## src/rtl/alarm_bank_if.sv

```systemverilog
// alarm_bank_if: running-clock inputs, edit/dismiss controls and per-channel
// status of an alarm_bank. master drives the controls, slave is the bank.
interface alarm_bank_if #(
  parameter int unsigned NUM_ALARMS = 2
);
  localparam int unsigned SEL_W = (NUM_ALARMS > 1) ? $clog2(NUM_ALARMS) : 1;

  logic                  sec_tick_pi;
  logic [5:0]            clock_seconds_pi;
  logic [5:0]            clock_minutes_pi;
  logic [4:0]            clock_hours_pi;
  logic [SEL_W-1:0]      sel_pi;
  logic                  inc_minute_pi;
  logic                  inc_hour_pi;
  logic [NUM_ALARMS-1:0] alarm_en_pi;
  logic                  ack_pi;
  logic                  snooze_pi;
  logic [5:0]            sel_minutes_po;
  logic [4:0]            sel_hours_po;
  logic [NUM_ALARMS-1:0] ringing_po;
  logic [NUM_ALARMS-1:0] snoozed_po;
  logic                  any_ringing_po;

  modport master (
    output sec_tick_pi, clock_seconds_pi, clock_minutes_pi, clock_hours_pi,
    output sel_pi, inc_minute_pi, inc_hour_pi, alarm_en_pi, ack_pi, snooze_pi,
    input  sel_minutes_po, sel_hours_po, ringing_po, snoozed_po, any_ringing_po
  );

  modport slave (
    input  sec_tick_pi, clock_seconds_pi, clock_minutes_pi, clock_hours_pi,
    input  sel_pi, inc_minute_pi, inc_hour_pi, alarm_en_pi, ack_pi, snooze_pi,
    output sel_minutes_po, sel_hours_po, ringing_po, snoozed_po, any_ringing_po
  );
endinterface

```

## src/rtl/alarm_bank.sv

```systemverilog
// alarm_bank: NUM_ALARMS independent alarm channels, each with an editable
// alarm time, a match-edge trigger and an IDLE/ARMED/RINGING/SNOOZED FSM with
// ring auto-timeout. Snooze support is built only when ALARM_SNOOZE_EN is
// defined; otherwise snooze_pi is ignored and snoozed_po reads 0.
module alarm_bank #(
  parameter int unsigned NUM_ALARMS     = 2,
  parameter int unsigned HOUR_MODE      = 12,
  parameter int unsigned SNOOZE_MIN     = 9,
  parameter int unsigned RING_TIMEOUT_S = 60
) (
  input  logic        clk_pi,
  input  logic        rst_pi,
  alarm_bank_if.slave bus
);

  localparam int unsigned RING_W   = $clog2(RING_TIMEOUT_S + 1);
  localparam logic [4:0]  RST_HOUR = (HOUR_MODE == 12) ? 5'd12 : 5'd0;
`ifdef ALARM_SNOOZE_EN
  localparam int unsigned SNZ_TOT  = SNOOZE_MIN * 60;
  localparam int unsigned SNZ_W    = $clog2(SNZ_TOT + 1);
`endif

  // Elaboration-time guard on the supported parameter ranges
  if (NUM_ALARMS < 1 || NUM_ALARMS > 8 || (HOUR_MODE != 12 && HOUR_MODE != 24) ||
      SNOOZE_MIN < 1 || SNOOZE_MIN > 59 ||
      RING_TIMEOUT_S < 1 || RING_TIMEOUT_S > 1023) begin : g_bad_params
    $error("alarm_bank: parameter out of supported range");
  end

  typedef enum logic [1:0] {
    ST_IDLE    = 2'd0,
    ST_ARMED   = 2'd1,
    ST_RINGING = 2'd2,
    ST_SNOOZED = 2'd3
  } state_t;

  logic [5:0]            r_min [NUM_ALARMS];
  logic [4:0]            r_hr  [NUM_ALARMS];
  state_t                r_state     [NUM_ALARMS];
  state_t                w_state_nxt [NUM_ALARMS];
  logic [RING_W-1:0]     r_ring_tmr     [NUM_ALARMS];
  logic [RING_W-1:0]     w_ring_tmr_nxt [NUM_ALARMS];
  logic [NUM_ALARMS-1:0] w_match;
  logic [NUM_ALARMS-1:0] r_match;
  logic [NUM_ALARMS-1:0] w_trig;
  logic [NUM_ALARMS-1:0] w_ringing_nxt;
  logic [NUM_ALARMS-1:0] r_ringing;
  logic                  r_any_ringing;
`ifdef ALARM_SNOOZE_EN
  logic [SNZ_W-1:0]      r_snz_tmr     [NUM_ALARMS];
  logic [SNZ_W-1:0]      w_snz_tmr_nxt [NUM_ALARMS];
  logic [NUM_ALARMS-1:0] w_snoozed_nxt;
  logic [NUM_ALARMS-1:0] r_snoozed;
`else
  logic                  w_unused_snooze;
  assign w_unused_snooze = bus.snooze_pi;
`endif

  // Next hour value, wrapping within the configured time base
  function automatic logic [4:0] f_hr_inc(input logic [4:0] hr);
    if (HOUR_MODE == 12) return (hr >= 5'd12) ? 5'd1 : hr + 5'd1;
    return (hr >= 5'd23) ? 5'd0 : hr + 5'd1;
  endfunction

  // Alarm time registers, edited only through the selected channel
  always_ff @(posedge clk_pi) begin
    if (rst_pi) begin
      for (int i = 0; i < NUM_ALARMS; i++) begin
        r_min[i] <= '0;
        r_hr[i]  <= RST_HOUR;
      end
    end else begin
      for (int i = 0; i < NUM_ALARMS; i++) begin
        if (32'(bus.sel_pi) == 32'(i)) begin
          if (bus.inc_minute_pi) r_min[i] <= (r_min[i] >= 6'd59) ? 6'd0 : r_min[i] + 6'd1;
          if (bus.inc_hour_pi)   r_hr[i]  <= f_hr_inc(r_hr[i]);
        end
      end
    end
  end

  // Readback of the selected channel; out-of-range selects read 0:0
  always_comb begin
    bus.sel_minutes_po = '0;
    bus.sel_hours_po   = '0;
    for (int i = 0; i < NUM_ALARMS; i++) begin
      if (32'(bus.sel_pi) == 32'(i)) begin
        bus.sel_minutes_po = r_min[i];
        bus.sel_hours_po   = r_hr[i];
      end
    end
  end

  // Exact-second match against the running clock
  always_comb begin
    w_match = '0;
    for (int i = 0; i < NUM_ALARMS; i++) begin
      w_match[i] = (bus.clock_seconds_pi == 6'd0) &&
                   (bus.clock_minutes_pi == r_min[i]) &&
                   (bus.clock_hours_pi   == r_hr[i]);
    end
  end

  // Only the rising edge fires, so an ack inside the matching second sticks
  assign w_trig = w_match & ~r_match;

  // Per-channel next state and timers; disable beats ack beats snooze beats timers
  always_comb begin
    w_ringing_nxt = '0;
`ifdef ALARM_SNOOZE_EN
    w_snoozed_nxt = '0;
`endif
    for (int i = 0; i < NUM_ALARMS; i++) begin
      w_state_nxt[i]    = r_state[i];
      w_ring_tmr_nxt[i] = r_ring_tmr[i];
`ifdef ALARM_SNOOZE_EN
      w_snz_tmr_nxt[i]  = r_snz_tmr[i];
`endif
      if (!bus.alarm_en_pi[i]) begin
        w_state_nxt[i] = ST_IDLE;
      end else begin
        case (r_state[i])
          ST_IDLE: w_state_nxt[i] = ST_ARMED;
          ST_ARMED: begin
            if (w_trig[i]) begin
              w_state_nxt[i]    = ST_RINGING;
              w_ring_tmr_nxt[i] = RING_W'(RING_TIMEOUT_S);
            end
          end
          ST_RINGING: begin
            if (bus.ack_pi) begin
              w_state_nxt[i] = ST_ARMED;
            end
`ifdef ALARM_SNOOZE_EN
            else if (bus.snooze_pi) begin
              w_state_nxt[i]   = ST_SNOOZED;
              w_snz_tmr_nxt[i] = SNZ_W'(SNZ_TOT);
            end
`endif
            else if (bus.sec_tick_pi) begin
              if (r_ring_tmr[i] <= RING_W'(1)) w_state_nxt[i] = ST_ARMED;
              else w_ring_tmr_nxt[i] = r_ring_tmr[i] - RING_W'(1);
            end
          end
`ifdef ALARM_SNOOZE_EN
          ST_SNOOZED: begin
            if (bus.ack_pi) begin
              w_state_nxt[i] = ST_ARMED;
            end else if (bus.sec_tick_pi) begin
              if (r_snz_tmr[i] <= SNZ_W'(1)) begin
                w_state_nxt[i]    = ST_RINGING;
                w_ring_tmr_nxt[i] = RING_W'(RING_TIMEOUT_S);
              end else begin
                w_snz_tmr_nxt[i] = r_snz_tmr[i] - SNZ_W'(1);
              end
            end
          end
`endif
          default: w_state_nxt[i] = ST_IDLE;
        endcase
      end
      w_ringing_nxt[i] = (w_state_nxt[i] == ST_RINGING);
`ifdef ALARM_SNOOZE_EN
      w_snoozed_nxt[i] = (w_state_nxt[i] == ST_SNOOZED);
`endif
    end
  end

  // State, timer, match history and registered status outputs
  always_ff @(posedge clk_pi) begin
    if (rst_pi) begin
      for (int i = 0; i < NUM_ALARMS; i++) begin
        r_state[i]    <= ST_IDLE;
        r_ring_tmr[i] <= '0;
`ifdef ALARM_SNOOZE_EN
        r_snz_tmr[i]  <= '0;
`endif
      end
      r_match       <= '0;
      r_ringing     <= '0;
      r_any_ringing <= 1'b0;
`ifdef ALARM_SNOOZE_EN
      r_snoozed     <= '0;
`endif
    end else begin
      for (int i = 0; i < NUM_ALARMS; i++) begin
        r_state[i]    <= w_state_nxt[i];
        r_ring_tmr[i] <= w_ring_tmr_nxt[i];
`ifdef ALARM_SNOOZE_EN
        r_snz_tmr[i]  <= w_snz_tmr_nxt[i];
`endif
      end
      r_match       <= w_match;
      r_ringing     <= w_ringing_nxt;
      r_any_ringing <= |w_ringing_nxt;
`ifdef ALARM_SNOOZE_EN
      r_snoozed     <= w_snoozed_nxt;
`endif
    end
  end

  assign bus.ringing_po     = r_ringing;
  assign bus.any_ringing_po = r_any_ringing;
`ifdef ALARM_SNOOZE_EN
  assign bus.snoozed_po     = r_snoozed;
`else
  assign bus.snoozed_po     = '0;
`endif

endmodule

```

## src/flat_wrapper.sv

```systemverilog
// flat-port wrapper written by rule: the top's interface ports become plain ports
module alarm_bank_flat 
#(
  parameter int unsigned NUM_ALARMS     = 2,
  parameter int unsigned HOUR_MODE      = 12,
  parameter int unsigned SNOOZE_MIN     = 9,
  parameter int unsigned RING_TIMEOUT_S = 60
)
  (clk_pi, rst_pi, bus_sec_tick_pi, bus_clock_seconds_pi, bus_clock_minutes_pi, bus_clock_hours_pi, bus_sel_pi, bus_inc_minute_pi, bus_inc_hour_pi, bus_alarm_en_pi, bus_ack_pi, bus_snooze_pi, bus_sel_minutes_po, bus_sel_hours_po, bus_ringing_po, bus_snoozed_po, bus_any_ringing_po);
  alarm_bank_if #(.NUM_ALARMS(NUM_ALARMS)) bus_i ();
  input  logic clk_pi;
  input  logic rst_pi;
  input wire logic [$bits(bus_i.sec_tick_pi)-1:0] bus_sec_tick_pi;
  input wire logic [$bits(bus_i.clock_seconds_pi)-1:0] bus_clock_seconds_pi;
  input wire logic [$bits(bus_i.clock_minutes_pi)-1:0] bus_clock_minutes_pi;
  input wire logic [$bits(bus_i.clock_hours_pi)-1:0] bus_clock_hours_pi;
  input wire logic [$bits(bus_i.sel_pi)-1:0] bus_sel_pi;
  input wire logic [$bits(bus_i.inc_minute_pi)-1:0] bus_inc_minute_pi;
  input wire logic [$bits(bus_i.inc_hour_pi)-1:0] bus_inc_hour_pi;
  input wire logic [$bits(bus_i.alarm_en_pi)-1:0] bus_alarm_en_pi;
  input wire logic [$bits(bus_i.ack_pi)-1:0] bus_ack_pi;
  input wire logic [$bits(bus_i.snooze_pi)-1:0] bus_snooze_pi;
  output wire logic [$bits(bus_i.sel_minutes_po)-1:0] bus_sel_minutes_po;
  output wire logic [$bits(bus_i.sel_hours_po)-1:0] bus_sel_hours_po;
  output wire logic [$bits(bus_i.ringing_po)-1:0] bus_ringing_po;
  output wire logic [$bits(bus_i.snoozed_po)-1:0] bus_snoozed_po;
  output wire logic [$bits(bus_i.any_ringing_po)-1:0] bus_any_ringing_po;
  assign bus_i.sec_tick_pi = bus_sec_tick_pi;
  assign bus_i.clock_seconds_pi = bus_clock_seconds_pi;
  assign bus_i.clock_minutes_pi = bus_clock_minutes_pi;
  assign bus_i.clock_hours_pi = bus_clock_hours_pi;
  assign bus_i.sel_pi = bus_sel_pi;
  assign bus_i.inc_minute_pi = bus_inc_minute_pi;
  assign bus_i.inc_hour_pi = bus_inc_hour_pi;
  assign bus_i.alarm_en_pi = bus_alarm_en_pi;
  assign bus_i.ack_pi = bus_ack_pi;
  assign bus_i.snooze_pi = bus_snooze_pi;
  assign bus_sel_minutes_po = bus_i.sel_minutes_po;
  assign bus_sel_hours_po = bus_i.sel_hours_po;
  assign bus_ringing_po = bus_i.ringing_po;
  assign bus_snoozed_po = bus_i.snoozed_po;
  assign bus_any_ringing_po = bus_i.any_ringing_po;
  alarm_bank #(.NUM_ALARMS(NUM_ALARMS), .HOUR_MODE(HOUR_MODE), .SNOOZE_MIN(SNOOZE_MIN), .RING_TIMEOUT_S(RING_TIMEOUT_S)) u_core (.clk_pi(clk_pi), .rst_pi(rst_pi), .bus(bus_i));
endmodule
```

## config.mk

```make
export PLATFORM = sky130hd
export DESIGN_NAME = alarm_bank_flat
export DESIGN_NICKNAME = d
export VERILOG_FILES = /design/src/rtl/alarm_bank_if.sv /design/src/rtl/alarm_bank.sv /design/src/flat_wrapper.sv
export SDC_FILE = /design/constraint.sdc
export NUM_CORES = 1
export LEC_CHECK = 0
export ABC_AREA = 1
export ABC_CLOCK_PERIOD_IN_PS = 1880
export CAP_MARGIN = 20
export CORE_ASPECT_RATIO = 0.75
export CORE_MARGIN = 2
export CORE_UTILIZATION = 25
export CTS_CLUSTER_SIZE = 12
export DETAILED_ROUTE_END_ITERATION = 7
export PLACE_DENSITY = 0.53
export SLEW_MARGIN = 0
export SYNTH_ARGS = -nofsm -noshare
export SYNTH_HDL_FRONTEND = slang
export SYNTH_SLANG_ARGS = --single-unit
```

## constraint.sdc

```tcl
create_clock -name clk_pi -period 1.88 [get_ports clk_pi]
set_clock_uncertainty 0.05 [all_clocks]
set_input_delay 0.47 -clock clk_pi [delete_from_list [all_inputs] [get_ports clk_pi]]
set_output_delay 0.47 -clock clk_pi [all_outputs]
set_load 0.02 [all_outputs]
```

Yosys cells after proc, flatten, opt, wreduce, memory -nomap -nowiden
Memories as Yosys holds them, arrays and structs flattened.
Cells that the tools add are included.

word-level totals
  flip-flop bits (word level) = 5
  output and inout port bits = 16
  RAM bits = 38
  input port bits = 27
  memories = 4
  word-level logic and storage cells = 119

memories
  name               depth  width  read ports  clocked after Yosys merged registers in  wr ports  RTL line          source
  u_core.r_min       2      6      2           0                                        2         alarm_bank.sv:37  logic [5:0] r_min [NUM_ALARMS];
  u_core.r_ring_tmr  2      6      2           0                                        2         alarm_bank.sv:41  logic [RING_W-1:0] r_ring_tmr [NUM_ALARMS];
  u_core.r_hr        2      5      2           0                                        2         alarm_bank.sv:38  logic [4:0] r_hr [NUM_ALARMS];
  u_core.r_state     2      2      2           0                                        2         alarm_bank.sv:39  state_t r_state [NUM_ALARMS];

cells by class
  reductions and logical operators = 8
  add/sub/neg operators = 6
  $lt $le $gt $ge = 8
  muxes and demuxes = 70
  equality and inequality tests = 10
  bitwise logic cells = 10

operator list
  operator                                                                          number
  6-bit two-way mux                                                                 17
  5-bit two-way mux                                                                 15
  2-bit two-way mux                                                                 12
  6-bit one-hot mux with 2 select lines                                             2
  1-bit two-way mux                                                                 22
  6-bit by 1-bit adder with 6-bit output, second input constant                     2
  6-bit == test                                                                     2
  6-bit >= comparator, second input constant                                        2
  6-bit by 1-bit less-or-equal comparator with 1-bit output, second input constant  2
  2-bit one-hot mux with 3 select lines                                             2
  6-bit by 1-bit subtractor with 6-bit output, second input constant                2
  5-bit by 1-bit adder with 5-bit output, second input constant                     2
  5-bit == test                                                                     2
  5-bit by 4-bit >= comparator with 1-bit output, second input constant             2
  5-bit >= comparator, second input constant                                        2
  2-bit == test, second input constant                                              4
  1-bit OR                                                                          8
  6-bit logical NOT                                                                 1
  2-bit by 1-bit == test with 1-bit output, second input constant                   2
  1-bit logical AND                                                                 4
  2-bit logical NOT                                                                 2
  2-bit AND                                                                         1
  2-bit inverter                                                                    1
  2-bit OR reduction                                                                1

Longest topological paths before layout
Gate-level depths: netlist (run 1).
An unclocked memory read counts as a cell.

  depth after elaboration = 10
  depth in mapped cells = 12
  depth with buffers taken out = 12

Least setup slack after synthesis (run 1)
OpenSTA, ideal clock, no wires.

  path kind = input-to-output
  start = in bus_sel_pi
  end = out bus_sel_hours_po[0]
  required time = 1.360 ns
  setup slack = 0.229 ns
  arrival time = 1.131 ns
  cell stages on the path = 2
  cells stage by stage = clkbuf_1 -> o21ai_0

between the ends
  longest elaborated chain between the ends = 1

ends and longest elaborated chain
  item               RTL line            source
  start, declared    flat_wrapper.sv:17  input wire logic [$bits(bus_i.sel_pi)-1:0] bus_sel_pi;
  5-bit two-way mux  alarm_bank.sv:87    if (32'(bus.sel_pi) == 32'(i)) begin
  end, declared      flat_wrapper.sv:24  output wire logic [$bits(bus_i.sel_hours_po)-1:0] bus_sel_hours_po;

No other way between the ends.

==> results of run 1 <==
-- registers in the layout, indices dropped and copies added (netlist names) --
| signal | cells |
|---|---|
| u_core.r_min | 12 |
| u_core.r_ring_tmr | 12 |
| u_core.r_hr | 10 |
| u_core.r_state | 4 |
| u_core.bus.ringing_po | 2 |
| u_core.r_match | 2 |
| u_core.bus.any_ringing_po | 1 |
-- cell usage in the layout, fill, tap and decap left out, types with 5 or more instances in the layout --
master                            Yosys  layout
sky130_fd_sc_hd__dfxtp_1             21      21
sky130_fd_sc_hd__xnor2_1             13      13
sky130_fd_sc_hd__a21oi_1             17      16
sky130_fd_sc_hd__nor2_1              38      36
sky130_fd_sc_hd__clkbuf_16            0       5
sky130_fd_sc_hd__nand3_1             31      28
sky130_fd_sc_hd__nand2_1             89      87
sky130_fd_sc_hd__o21ai_0             22      21
sky130_fd_sc_hd__or2_2                8       8
sky130_fd_sc_hd__buf_4                2      25
sky130_fd_sc_hd__clkdlybuf4s50_1      0      15
sky130_fd_sc_hd__dlymetal6s2s_1       0      11
sky130_fd_sc_hd__nor2_2               6       7
sky130_fd_sc_hd__nand2_2              2       5
sky130_fd_sc_hd__buf_2                0      12
sky130_fd_sc_hd__xor2_1               5       5
sky130_fd_sc_hd__inv_1               57      57
sky130_fd_sc_hd__edfxtp_1            22      22
sky130_fd_sc_hd__ha_1                10      10
-- power breakdown --
part	internal (mW)	switching, mW
Sequential	1.03	0.0403
Clock	0.581	0.357
Combinational	0.173	0.215
-- cell families (layout without fill, tap and decap cells) --
| family | after synthesis | in the layout | synth area share |
|---|---|---|---|
| compound gates | 49 | 49 | 0.100 |
| xor+xnor | 18 | 18 | 0.0572 |
| fa+ha+maj | 10 | 10 | 0.0454 |
| buf+inv | 67 | 136 | 0.0940 |
| flops | 43 | 43 | 0.393 |
| other cells | 1 | 4 | 0.00136 |
| simple gates | 189 | 190 | 0.309 |
-- per-layer routing --
metal / routed length, um / global-route usage / part of all wire
met5: 0 / 0 / 0
met4: 33 / 0.0250 / 0.0048
met2: 3140 / 0.191 / 0.45
met1: 3590 / 0.158 / 0.52
met3: 178 / 0.0255 / 0.026
-- through the flow --
step	hold slack, ps	TNS, ps
6_report	439	0
4_1_cts	433	0
2_1_floorplan	403	0
3_3_place_gp	416	-14140
3_5_place_dp	424	-14570
5_1_grt	475	-32.2
-- worst min-delay path, cell delays in order, from the launching register on --
cell and delay, ps:
sky130_fd_sc_hd__dfxtp_1 320, sky130_fd_sc_hd__nand2_1 60, sky130_fd_sc_hd__a21oi_1 50
-- area by class of cell --
class                           count  area share
Clock buffer                        8      0.0432
Inverter                           61      0.0618
Multi-Input combinational cell    271       0.400
Sequential cell                    43       0.292
Tap cell                          140      0.0473
Timing Repair Buffer               67       0.155
-- repair_timing --
action,4_1_cts,5_1_grt
resized for setup,59,24
gates cloned,1,1
setup endpoints to repair,13,20
pin swaps,1,13
-- how the worst max path moves through the flow --
stage	end	slack [ps]	cells after the start	start
floorplan	bus_sel_hours_po[0]	230	2	bus_sel_pi
global route	u_core.r_ring_tmr[0][1]	-30	11	bus_clock_seconds_pi[1]
finish	u_core.r_ring_tmr[0][1]	60	11	bus_clock_seconds_pi[1]
CTS	u_core.r_ring_tmr[0][5]	6	11	bus_clock_hours_pi[1]
global placement	bus_sel_minutes_po[1]	-520	5	bus_sel_pi
detailed placement	bus_sel_hours_po[1]	-540	5	bus_sel_pi
==> qor.txt, run 1 <==
status -> finished, final reports clean
DRT antenna net count -> 0
most used flip-flop cell after synthesis -> sky130_fd_sc_hd__edfxtp_1
non-filler cells in the finished layout -> 590
detailed-route via count -> 2520
design area -> 3700 um^2
wire length of the first global-routing pass -> 11200 um
Critical Path End Type -> flop
worst hold path endpoint -> u_core.r_ring_tmr[0][7]
count of state elements after synthesis -> 43
buffer levels on the longest clock path -> 2
total leakage power -> 1.74 nW
area post-placement -> 3500 um^2
Sequential Area -> 1080 um^2
Placed Instances -> 580
post-placement setup slack -> -545 ps
Post-CTS Hold Fix Bufs -> 0
Vias/cell -> 4.27
later-pin clock latency in the skew report -> 280 ps
most instantiated library cell after synthesis -> sky130_fd_sc_hd__nand2_1
antenna cells -> 0
starting density of the core -> 0.255
share of the synthesized area in the top cell type -> 0.240
total standard cell area after synthesis -> 2750 um^2
number of hold violations in the final report -> 0
startpoint type of the worst setup path -> input port
worst hold path depth -> 2
count of distinct cell types in the synthesized netlist -> 34
number of cells on the worst reg-to-reg path -> 13
WS Path Type -> input port to flop
share of the clock period used by the worst path -> 0.968
pin count of the biggest net entering global routing -> 13
number of antenna violations at the first check in global routing -> 0
CTS root buf -> sky130_fd_sc_hd__clkbuf_16
r2r endpoint -> u_core.r_ring_tmr[0][1]
cell breakdown of the critical path -> clkdlybuf4s50_1 -> or2_1 -> nor2_2 -> nand2_1 -> nor2_2 -> nand4_2 -> nand2_4 -> nand2_4 -> nand2_2 -> nand2_1 -> nor2_2
total setup buffers inserted after CTS -> 0
total wirelength of the detailed-routed design -> 6950 um
clock slew at reported path FFs -> 60 ps
total chip power -> 2.40 mW
net count of the finished layout -> 486
path type of the worst min-delay path -> flop to flop
reported max-cap violation count -> 0
maximum fanout count along the critical path -> 8
clock tree from TritonCTS -> done
die width -> 125 um
sinks on the clock net -> 43
FMAX -> 550 MHz
Final min period -> 1820 ps
relative area change from synthesis to final layout -> 34.5%
fraction of final layout cells sized beyond drive strength 1 -> 0.191
top cell family by delay on the critical path -> simple AND/OR/NAND/NOR gates
routability congestion estimate from global placement -> 0.771
core occupancy in the finished layout -> 0.342
detailed-route wire length per cell -> 11.8 um
Post-Syn Instances -> 377
worst min-delay path startpoint -> u_core.r_ring_tmr[0][7]
Arr. time, crit path -> 1990 ps
number of violations reported at the end of detailed-routing iteration 0 -> 125
required arrival time at the worst endpoint -> 2050 ps
top post-synthesis cells by count -> sky130_fd_sc_hd__nand2_1 (89), sky130_fd_sc_hd__inv_1 (57), sky130_fd_sc_hd__nor2_1 (38)
PwrDens -> 647 nW/um^2
post-route DRC violation count -> 0
Max stage delay cell, worst path -> sky130_fd_sc_hd__clkdlybuf4s50_1
Post-DP HPWL -> 5350 um
area enclosed by the die boundary -> 11900 um^2
area of the multi-input gates -> 1480 um^2
Setup Viol. Count Final -> 0
Fillers -> 1153
length of the first detailed-routing pass in iterations -> 4
count of flip-flops with a built-in enable after synthesis -> 22
Core Box Area -> 10800 um^2
Boundary Pins -> 43
worst reg2reg path startpoint -> u_core.r_hr[0][0]
delay of the slowest cell on the worst path -> 390 ps
RSZ-0062 raised after global routing -> true
top cell type by total area after synthesis -> sky130_fd_sc_hd__edfxtp_1
count of H-tree levels built during CTS -> 2
via count of the first global-routing pass -> 2390
most frequent cell on the critical path -> sky130_fd_sc_hd__nor2_2
number of clock buffers inserted by TritonCTS -> 5
top cells by area in the synthesized netlist -> sky130_fd_sc_hd__edfxtp_1 (24%), sky130_fd_sc_hd__dfxtp_1 (15%), sky130_fd_sc_hd__nand2_1 (12%)
count of final max-slew check failures -> 0
WP buf/inv -> 1
global routing usage summed across all routing layers -> 0.116
ys async rst share -> 0
register-to-register setup slack -> 170 ps
Std-Cell Rows -> 33
Synth warnings -> 0
Port Buf Inserts -> 39
die outline height -> 94.9 um
maximum vdd drop -> 0.000308 V
sequential area share after synthesis -> 0.393
setup slack of the critical path after layout -> 60.9 ps
synthesized area divided by synthesized cell count -> 7.30 um^2
total overflow reported by the global router -> 0
Power figures use the tool's default switching activity.
==> run 2, diff against run 1 <==
- CAP_MARGIN: 20 -> unset
==> results of run 2 <==
Same layout as run 1: the final DEF is identical, and so are final timing and power.
==> run 3, diff against run 2 <==
- CORE_MARGIN: 2 -> 3
==> run 3 against run 2 <==
Combinational power increased by 2%. Largest power group unchanged. Sequential share of layout area is 0.11 points lower. Utilization up 1.2 points. Die area rose by 3.7%. Power hardly changed. Clock power fell by 0.6%. Highest routed layer unchanged.
==> qor.txt, run 3 (synthesis gave the netlist of run 1 again) <==
status -> finished, final reports clean
PwrDens -> 645 nW/um^2
design area -> 3720 um^2
number of clock buffers inserted by TritonCTS -> 5
detailed-route wire length per cell -> 12.2 um
relative area change from synthesis to final layout -> 35.0%
pin count of the biggest net entering global routing -> 13
most common cell after layout, fill and taps aside -> sky130_fd_sc_hd__nand2_1
number of hold violations in the final report -> 0
die outline height -> 96.9 um
later-pin clock latency in the skew report -> 290 ps
startpoint type of the worst setup path -> input port
Setup Viol. Count Final -> 0
via count of the first global-routing pass -> 2431
required arrival time at the worst endpoint -> 1360 ps
total leakage power -> 1.70 nW
maximum vdd drop -> 0.000315 V
setup slack of the critical path after layout -> 100 ps
Boundary Pins -> 43
most frequent cells in the layout -> sky130_fd_sc_hd__nand2_1 (86), sky130_fd_sc_hd__inv_1 (57), sky130_fd_sc_hd__nor2_1 (36)
detailed-route via count -> 2509
buffer levels on the longest clock path -> 2
global routing usage summed across all routing layers -> 0.116
total wirelength of the detailed-routed design -> 7150 um
Post-CTS Hold Fix Bufs -> 0
area post-placement -> 3480 um^2
antenna cells -> 0
share of the clock period used by the worst path -> 0.947
Core Box Area -> 10500 um^2
hold_ws -> 439 ps
CTS root buf -> sky130_fd_sc_hd__clkbuf_16
fraction of final layout cells sized beyond drive strength 1 -> 0.188
fraction of power spent switching nets -> 0.262
number of violations reported at the end of detailed-routing iteration 0 -> 168
length of the first detailed-routing pass in iterations -> 4
DRT antenna net count -> 0
sinks on the clock net -> 43
cell internal pwr -> 1.77 mW
post-route DRC violation count -> 0
non-filler cells in the finished layout -> 587
Final min period -> 1780 ps
area enclosed by the die boundary -> 12300 um^2
wire length of the first global-routing pass -> 11600 um
Logic pwr share -> 0.165
routability congestion estimate from global placement -> 0.800
Port Buf Inserts -> 39
starting density of the core -> 0.263
net count of the finished layout -> 487
post-placement setup slack -> -536 ps
relative contribution of sequential cells to total power -> 0.446
maximum fanout count along the critical path -> 7
leading registers by flop count -> u_core.r_min (12), u_core.r_ring_tmr (12), u_core.r_hr (10)
Net Switching -> 0.628 mW
Critical Path End Type -> output pin
Post-DP HPWL -> 5370 um
count of H-tree levels built during CTS -> 2
number of antenna violations at the first check in global routing -> 0
clock slew at reported path FFs -> 60 ps
FMAX -> 562 MHz
WS Path Type -> input port to output pin
die width -> 127 um
Arr. time, crit path -> 1260 ps
total overflow reported by the global router -> 0
path type of the worst min-delay path -> flop to flop
Vias/cell -> 4.27
share of power burned in the clock network -> 0.389
Std-Cell Rows -> 32
reported max-cap violation count -> 0
RSZ-0062 raised after global routing -> true
clock tree from TritonCTS -> done
count of final max-slew check failures -> 0
Placed Instances -> 574
[run 3: cell count changes in the layout (fill, tap and decap cells not counted), sizes merged]
cell,delta
buf,+1
clkdlybuf4s50,+1
dlygate4sd2,+4
dlymetal6s2s,-5
[run 3: critical path, stage by stage]
cell	delay [ps]
sky130_fd_sc_hd__dlygate4sd2_1	280
sky130_fd_sc_hd__buf_2	170
sky130_fd_sc_hd__o21ai_0	150
sky130_fd_sc_hd__buf_2	190
[run 3: path summary, 6_finish.rpt]
| path | from | to | slack (ps) | depth (start not counted) |
|---|---|---|---|---|
| worst max-delay path | bus_sel_pi | bus_sel_minutes_po[0] | 100 | 4 |
| worst min register to register | u_core.r_ring_tmr[0][7] | u_core.r_ring_tmr[0][7] | 440 | 2 |
| worst min-delay path | u_core.r_ring_tmr[0][7] | u_core.r_ring_tmr[0][7] | 440 | 2 |
| worst max register to register | u_core.r_hr[0][2] | u_core.r_ring_tmr[0][4] | 150 | 11 |
[run 3: stage by stage]
| stage | util | total power [mW] | TNS, ps |
|---|---|---|---|
| final | 0.354 | 2.40 | 0 |
| after global routing | 0.354 | 2.52 | -10.6 |
| after CTS | 0.342 | 2.42 | 0 |
| after detailed placement | 0.332 | 1.50 | -12120 |
| after global placement | 0.332 | 1.49 | -11080 |
| after floorplan | - | 1.30 | 0 |
[run 3: repair_timing]
action                                  4_1_cts  5_1_grt
cloned                                        1        1
endpoints found under the setup margin       12       21
buffers inserted                              0        3
resized for setup                            64       26
pin swaps                                     4       13
[run 3: power by group through the flow]
stage	logic (mW)	registers (mW)	clock network [mW]
3_3_place_gp	0.402	1.09	0
4_1_cts	0.388	1.07	0.968
2_1_floorplan	0.212	1.09	0
3_5_place_dp	0.406	1.09	0
5_1_grt	0.443	1.07	1.00
6_report	0.395	1.07	0.932
[run 3: layout make-up]
cell class	instances	area [um^2]
Multi-Input combinational cell	271	1520
Fill cell	1131	6770
Timing Repair Buffer	68	566
Clock buffer	8	156
Tap cell	136	170
Sequential cell	43	1080
Inverter	61	229
[run 3: layer usage]
metal	track usage	part of all wire	vias to the layer above
met3	0.0304	0.036	7
met5	0	0	-
met1	0.163	0.51	1139
met4	0.0313	0.011	0
li1	-	-	1336
met2	0.176	0.44	27
